[src/rtl/spdif_tx_scheduler.sv]
// rtl/spdif_tx_scheduler.sv - S/PDIF transmit sequencer: FIFO pair fetch, L/R subframe presentation, block position, underrun handling
module spdif_tx_scheduler #(
  parameter int DATA_W       = 20,
  parameter int BLOCK_FRAMES = 192,
  parameter int MUTE_LIMIT   = 4
) (
  input  logic                clk,
  input  logic                rst_n,
  input  logic                enable,
  input  logic                fifo_empty,
  input  logic [2*DATA_W-1:0] fifo_dout,
  output logic                fifo_rd_en,
  input  logic                frame_ready,
  output logic                fifo_ready,
  output logic [DATA_W-1:0]   tx_din,
  output logic                tx_channel,
  output logic                tx_invalid,
  output logic                tx_block_start,
  output logic [7:0]          frame_index,
  output logic [15:0]         underrun_count,
  output logic                muted
);

  localparam logic [2:0] S_IDLE      = 3'd0;
  localparam logic [2:0] S_FETCH     = 3'd1;
  localparam logic [2:0] S_WAIT_DATA = 3'd2;
  localparam logic [2:0] S_PRESENT_L = 3'd3;
  localparam logic [2:0] S_PRESENT_R = 3'd4;

  localparam int CW = $clog2(MUTE_LIMIT + 1);
  localparam logic [CW-1:0] CONSEC_MAX  = CW'(MUTE_LIMIT);
  localparam logic [CW-1:0] CONSEC_LAST = CW'(MUTE_LIMIT - 1);
  localparam logic [7:0]    LAST_FRAME  = 8'(BLOCK_FRAMES - 1);

  logic [2:0]        state;
  logic              avail_q;
  logic [DATA_W-1:0] right_q;
  logic [CW-1:0]     consec;

  // FIFO occupancy is registered on the edge that enters FETCH; only we pop, so a
  // non-empty FIFO seen then stays non-empty, and the pop strobe stays a pure state decode.
  assign fifo_rd_en = (state == S_FETCH) && avail_q;
  assign fifo_ready = (state == S_PRESENT_L) || (state == S_PRESENT_R);

  always_ff @(posedge clk or negedge rst_n) begin
    if (!rst_n) begin
      state          <= S_IDLE;
      avail_q        <= 1'b0;
      right_q        <= '0;
      consec         <= '0;
      tx_din         <= '0;
      tx_channel     <= 1'b0;
      tx_invalid     <= 1'b1;
      tx_block_start <= 1'b0;
      frame_index    <= '0;
      underrun_count <= '0;
      muted          <= 1'b0;
    end else begin
      avail_q <= !fifo_empty;
      case (state)
        S_IDLE: begin
          frame_index <= '0;
          if (enable) state <= S_FETCH;
        end
        S_FETCH: begin
          if (avail_q) begin
            state <= S_WAIT_DATA;
          end else begin
            tx_din         <= '0;
            right_q        <= '0;
            tx_invalid     <= 1'b1;
            tx_channel     <= 1'b0;
            tx_block_start <= (frame_index == 8'd0);
            if (underrun_count != 16'hFFFF) underrun_count <= underrun_count + 16'd1;
            if (consec < CONSEC_MAX) consec <= consec + 1'b1;
            if (consec >= CONSEC_LAST) muted <= 1'b1;
            state <= S_PRESENT_L;
          end
        end
        S_WAIT_DATA: begin
          tx_din         <= fifo_dout[2*DATA_W-1:DATA_W];
          right_q        <= fifo_dout[DATA_W-1:0];
          tx_invalid     <= 1'b0;
          tx_channel     <= 1'b0;
          tx_block_start <= (frame_index == 8'd0);
          consec         <= '0;
          muted          <= 1'b0;
          state          <= S_PRESENT_L;
        end
        S_PRESENT_L: begin
          if (frame_ready) begin
            tx_din         <= right_q;
            tx_channel     <= 1'b1;
            tx_block_start <= 1'b0;
            state          <= S_PRESENT_R;
          end
        end
        S_PRESENT_R: begin
          if (frame_ready) begin
            if (enable) begin
              frame_index <= (frame_index == LAST_FRAME) ? 8'd0 : frame_index + 8'd1;
              state       <= S_FETCH;
            end else begin
              frame_index <= '0;
              state       <= S_IDLE;
            end
          end
        end
        default: state <= S_IDLE;
      endcase
    end
  end

endmodule

[config.mk]
export PLATFORM = sky130hd
export DESIGN_NAME = spdif_tx_scheduler
export DESIGN_NICKNAME = d
export VERILOG_FILES = /design/src/rtl/spdif_tx_scheduler.sv
export SDC_FILE = /design/constraint.sdc
export NUM_CORES = 1
export LEC_CHECK = 0
export BUFFER_PORTS_ARGS = -buffer_cell sky130_fd_sc_hd__buf_2
export CAP_MARGIN = 20
export CORE_UTILIZATION = 56
export DETAILED_ROUTE_END_ITERATION = 10
export PLACE_DENSITY = 0.84
export SYNTH_ARGS = -nofsm -noshare
export SYNTH_HDL_FRONTEND = slang
export SYNTH_SLANG_ARGS = --single-unit
[constraint.sdc]
create_clock -name clk -period 2.7 [get_ports clk]
set_input_delay 0.54 -clock clk [delete_from_list [all_inputs] [get_ports clk]]
set_output_delay 0.54 -clock clk [all_outputs]
set_load 0.1 [all_outputs]
==> results.py <==
metrics = {
    "sta": {
        "final_hold_viol_count": 0,
        "clock.fmax_mhz": 405,
        "relSlewSlack_pct": 38.4,
        "finClkSkew_ns": 0.00896,
        "setup_tns_ns": 0,
        "worstMarginPinSlew_ns": 0.924,
        "setup_viol": 0,
        "rsz0062_at_grt": "false",
        "min_period_over_period_pct": 91.5,
        "final-max-slew-violation-count": 0,
        "fin_crit_ns": 2.47,
    },
    "floorplanning": {
        "initial_utilization_pct": 58.6,
        "die_area_um2": 6550,
        "coreArea_um2": 5960,
        "io_pins": 95,
        "rows": 28,
        "die_h_um": 80.9,
        "fp.dieW_um": 80.9,
    },
    "synth": {
        "synth_top_area_share_pct": 53.1,
        "synth_top_area_cell": "dfrtp_1",
        "yosysSeqAreaShare_pct": 53.8,
        "yosys.area_share.simple_pct": 12.3,
        "synth_nets": 348,
        "synthFlopType": "dfrtp_1",
        "synth_xor_area_share_pct": 3.76,
        "synth-seq-cells": 75,
        "synth_area_um2": 3490,
        "yosys_warnings": 0,
        "ys_async_sr_fraction_pct": 100,
        "synthMuxAreaShare_pct": 7.06,
        "synth_top_family_by_area": "compound AO/OA/AOI/OAI gates",
        "syn_avg_cell_area_um2": 11.7,
        "yosys-top-cells-area": "dfrtp_1 (53%), a22o_1 (9.8%), mux2_2 (6.8%), xnor2_1 (3.3%), nor2_1 (1.8%)",
        "synth_edf_count": 0,
        "synthCells": 298,
        "synth-compound-area-share_pct": 17.4,
        "synthAdderAreaFrac_pct": 1.79,
        "ys_types": 50,
    },
    "pwr": {
        "power.internal_mw": 2.96,
        "power.switching_mw": 2.79,
        "seq_power_share_pct": 30.9,
        "clkPwrFrac_pct": 18.2,
        "swShare_pct": 48.5,
        "combPwrFrac_pct": 50.9,
        "p_leak_nw": 2.17,
        "p_per_area_nw_per_um2": 1340,
        "max-vdd-ir-drop_mv": 0.888,
    },
    "cts": {
        "cts_resized": 0,
        "cts_made_buffers": 9,
        "path_clk_slew_ns": 0.08,
        "cts_sinks": 75,
        "clockRootBuffer": "clkbuf_8",
        "postCtsSetupRepairBufs": 0,
        "clkLatencyLatePin_ns": 0.34,
        "clk_path_buf_depth": 2,
        "cts-htree-levels": 3,
        "cts_tree": "done",
        "postCtsHoldBufs": 0,
    },
    "worst_setup_path": {
        "crit_required_ns": 2.16,
        "critPathLaunchType": "flop",
        "worstPathArrival_ns": 1.93,
        "path_class": "reg -> out",
        "cp-end-kind": "primary output",
        "crit_path_max_fanout": 15,
        "r2r_cells": 6,
    },
    "drt": {
        "wl_per_cell_um": 15.8,
        "initialDrtViolationCount": 222,
        "first_pass_iters": 4,
        "vias": 2713,
        "routed_wl_um": 7400,
        "drc": 0,
        "antenna_left": 0,
        "viasPerCell": 5.78,
    },
    "global_route": {
        "grt_pass1_vias": 2577,
        "track_usage_pct": 24.7,
        "grt_overflow_total": 0,
        "antenna_found_initial": 0,
        "grt_max_degree": 76,
        "grt_pass1_wl_um": 12300,
    },
    "placed_design": {
        "gp_congestion": 0.776,
        "hpwl_um": 5030,
        "portBuffers": 94,
    },
    "cells_and_area": {
        "drive_above_1_share_pct": 37.6,
        "area_delta_synth_final_pct": 22.6,
        "fin_util_pct": 71.8,
        "n_fill_cell": 453,
        "fin_nets": 439,
        "diodes": 0,
    },
    "status": {
        "status": "completed",
    },
    "run": {
        "drv_cap": 0,
    },
    "hold_path": {
        "hp-class": "in -> async",
    },
}
state kept, by name (all words and copies together) (netlist names):
name and flops:
avail_q 1, consec 3, frame_index 8, muted 1, right_q 20, state 3, tx_block_start 1, tx_channel 1
tx_din 20, tx_invalid 1, underrun_count 16
cell usage in the layout, fill, tap and decap left out, types with 5 or more instances in the layout:
cell type  instances
buf_2             92
dfrtp_1           74
a22o_1            39
mux2_2            21
nor2_1            15
inv_1             14
xnor2_1           13
o21ai_0           10
nand3_1            9
clkbuf_8           9
nand2_1            8
and3_1             7
nor3_1             5
ha_1               5
buf_4              5
metrics by stage:
stage / setup WS (ns) / total power, mW / instance area [um^2] / instances / hold WS (ns)
after global routing: 0.109 / 6.05 / 4280 / 469 / 0.336
after floorplan: 0.153 / 4.17 / 3500 / 298 / 0.244
after detailed placement: 0.617 / 4.72 / 4040 / 453 / 0.465
final: 0.230 / 5.74 / 4280 / 469 / 0.321
after global placement: 0.678 / 4.65 / 4040 / 453 / 0.472
after CTS: 0.232 / 5.77 / 4280 / 469 / 0.335
final timing paths:
kind | start | end | slack, ns
min in group clk | fifo_empty | avail_q | 0.35
worst min register to register | tx_invalid | tx_invalid | 0.48
worst min-delay path | rst_n | underrun_count[15] | 0.32
worst max-delay path | state[2] | fifo_ready | 0.23
worst max register to register | state[2] | right_q[10] | 0.66
max in group asynchronous | rst_n | right_q[10] | 1.77
metal layers:
| layer | up-vias | share of wire (%) | global-route usage [%] |
|---|---|---|---|
| li1 | 1287 | - | - |
| met1 | 1336 | 44 | 33.9 |
| met2 | 78 | 48 | 36.6 |
| met3 | 12 | 6.9 | 8.31 |
| met4 | 0 | 1.4 | 8.39 |
| met5 | - | 0 | 0 |
final cells by class:
cell class / instances / area (um^2) / share of cell area (%)
Sequential cell: 75 / 1880 / 43.9
Multi-Input combinational cell: 191 / 1500 / 35.0
Timing Repair Buffer: 98 / 518 / 12.1
Clock buffer: 10 / 128 / 2.98
Clock inverter: 6 / 113 / 2.63
Tap cell: 75 / 93.8 / 2.19
Inverter: 14 / 52.6 / 1.23
Yosys cell counts, drive strengths merged (7+ instances only):
library cell,count
dfrtp,74
a22o,39
mux2,21
nor2,19
inv,14
xnor2,13
o21ai,11
clkbuf,10
nand3,9
buf,8
nand2,8
and3,7
power by group through the flow:
| stage | clock (mW) | sequential [mW] | combinational, mW |
|---|---|---|---|
| final | 1.05 | 1.77 | 2.93 |
| after global placement | 0 | 1.76 | 2.88 |
| after global routing | 1.11 | 1.82 | 3.12 |
| after CTS | 1.06 | 1.77 | 2.95 |
| after detailed placement | 0 | 1.78 | 2.94 |
| after floorplan | 0 | 2.84 | 1.32 |
worst max-delay path: stages, from the launching register on:
cell      delay [ns]
dfrtp_1         0.58
nand2b_1        0.32
nor2_2          0.33
a21o_1          0.17
buf_12          0.18
cells by family after synthesis:
kind of cell / Yosys count
xor+xnor: 15
fa+ha+maj: 5
compound gates: 77
simple gates: 72
mux: 22
flops: 75
buf+inv: 32
(Power assumes the default switching activity.)
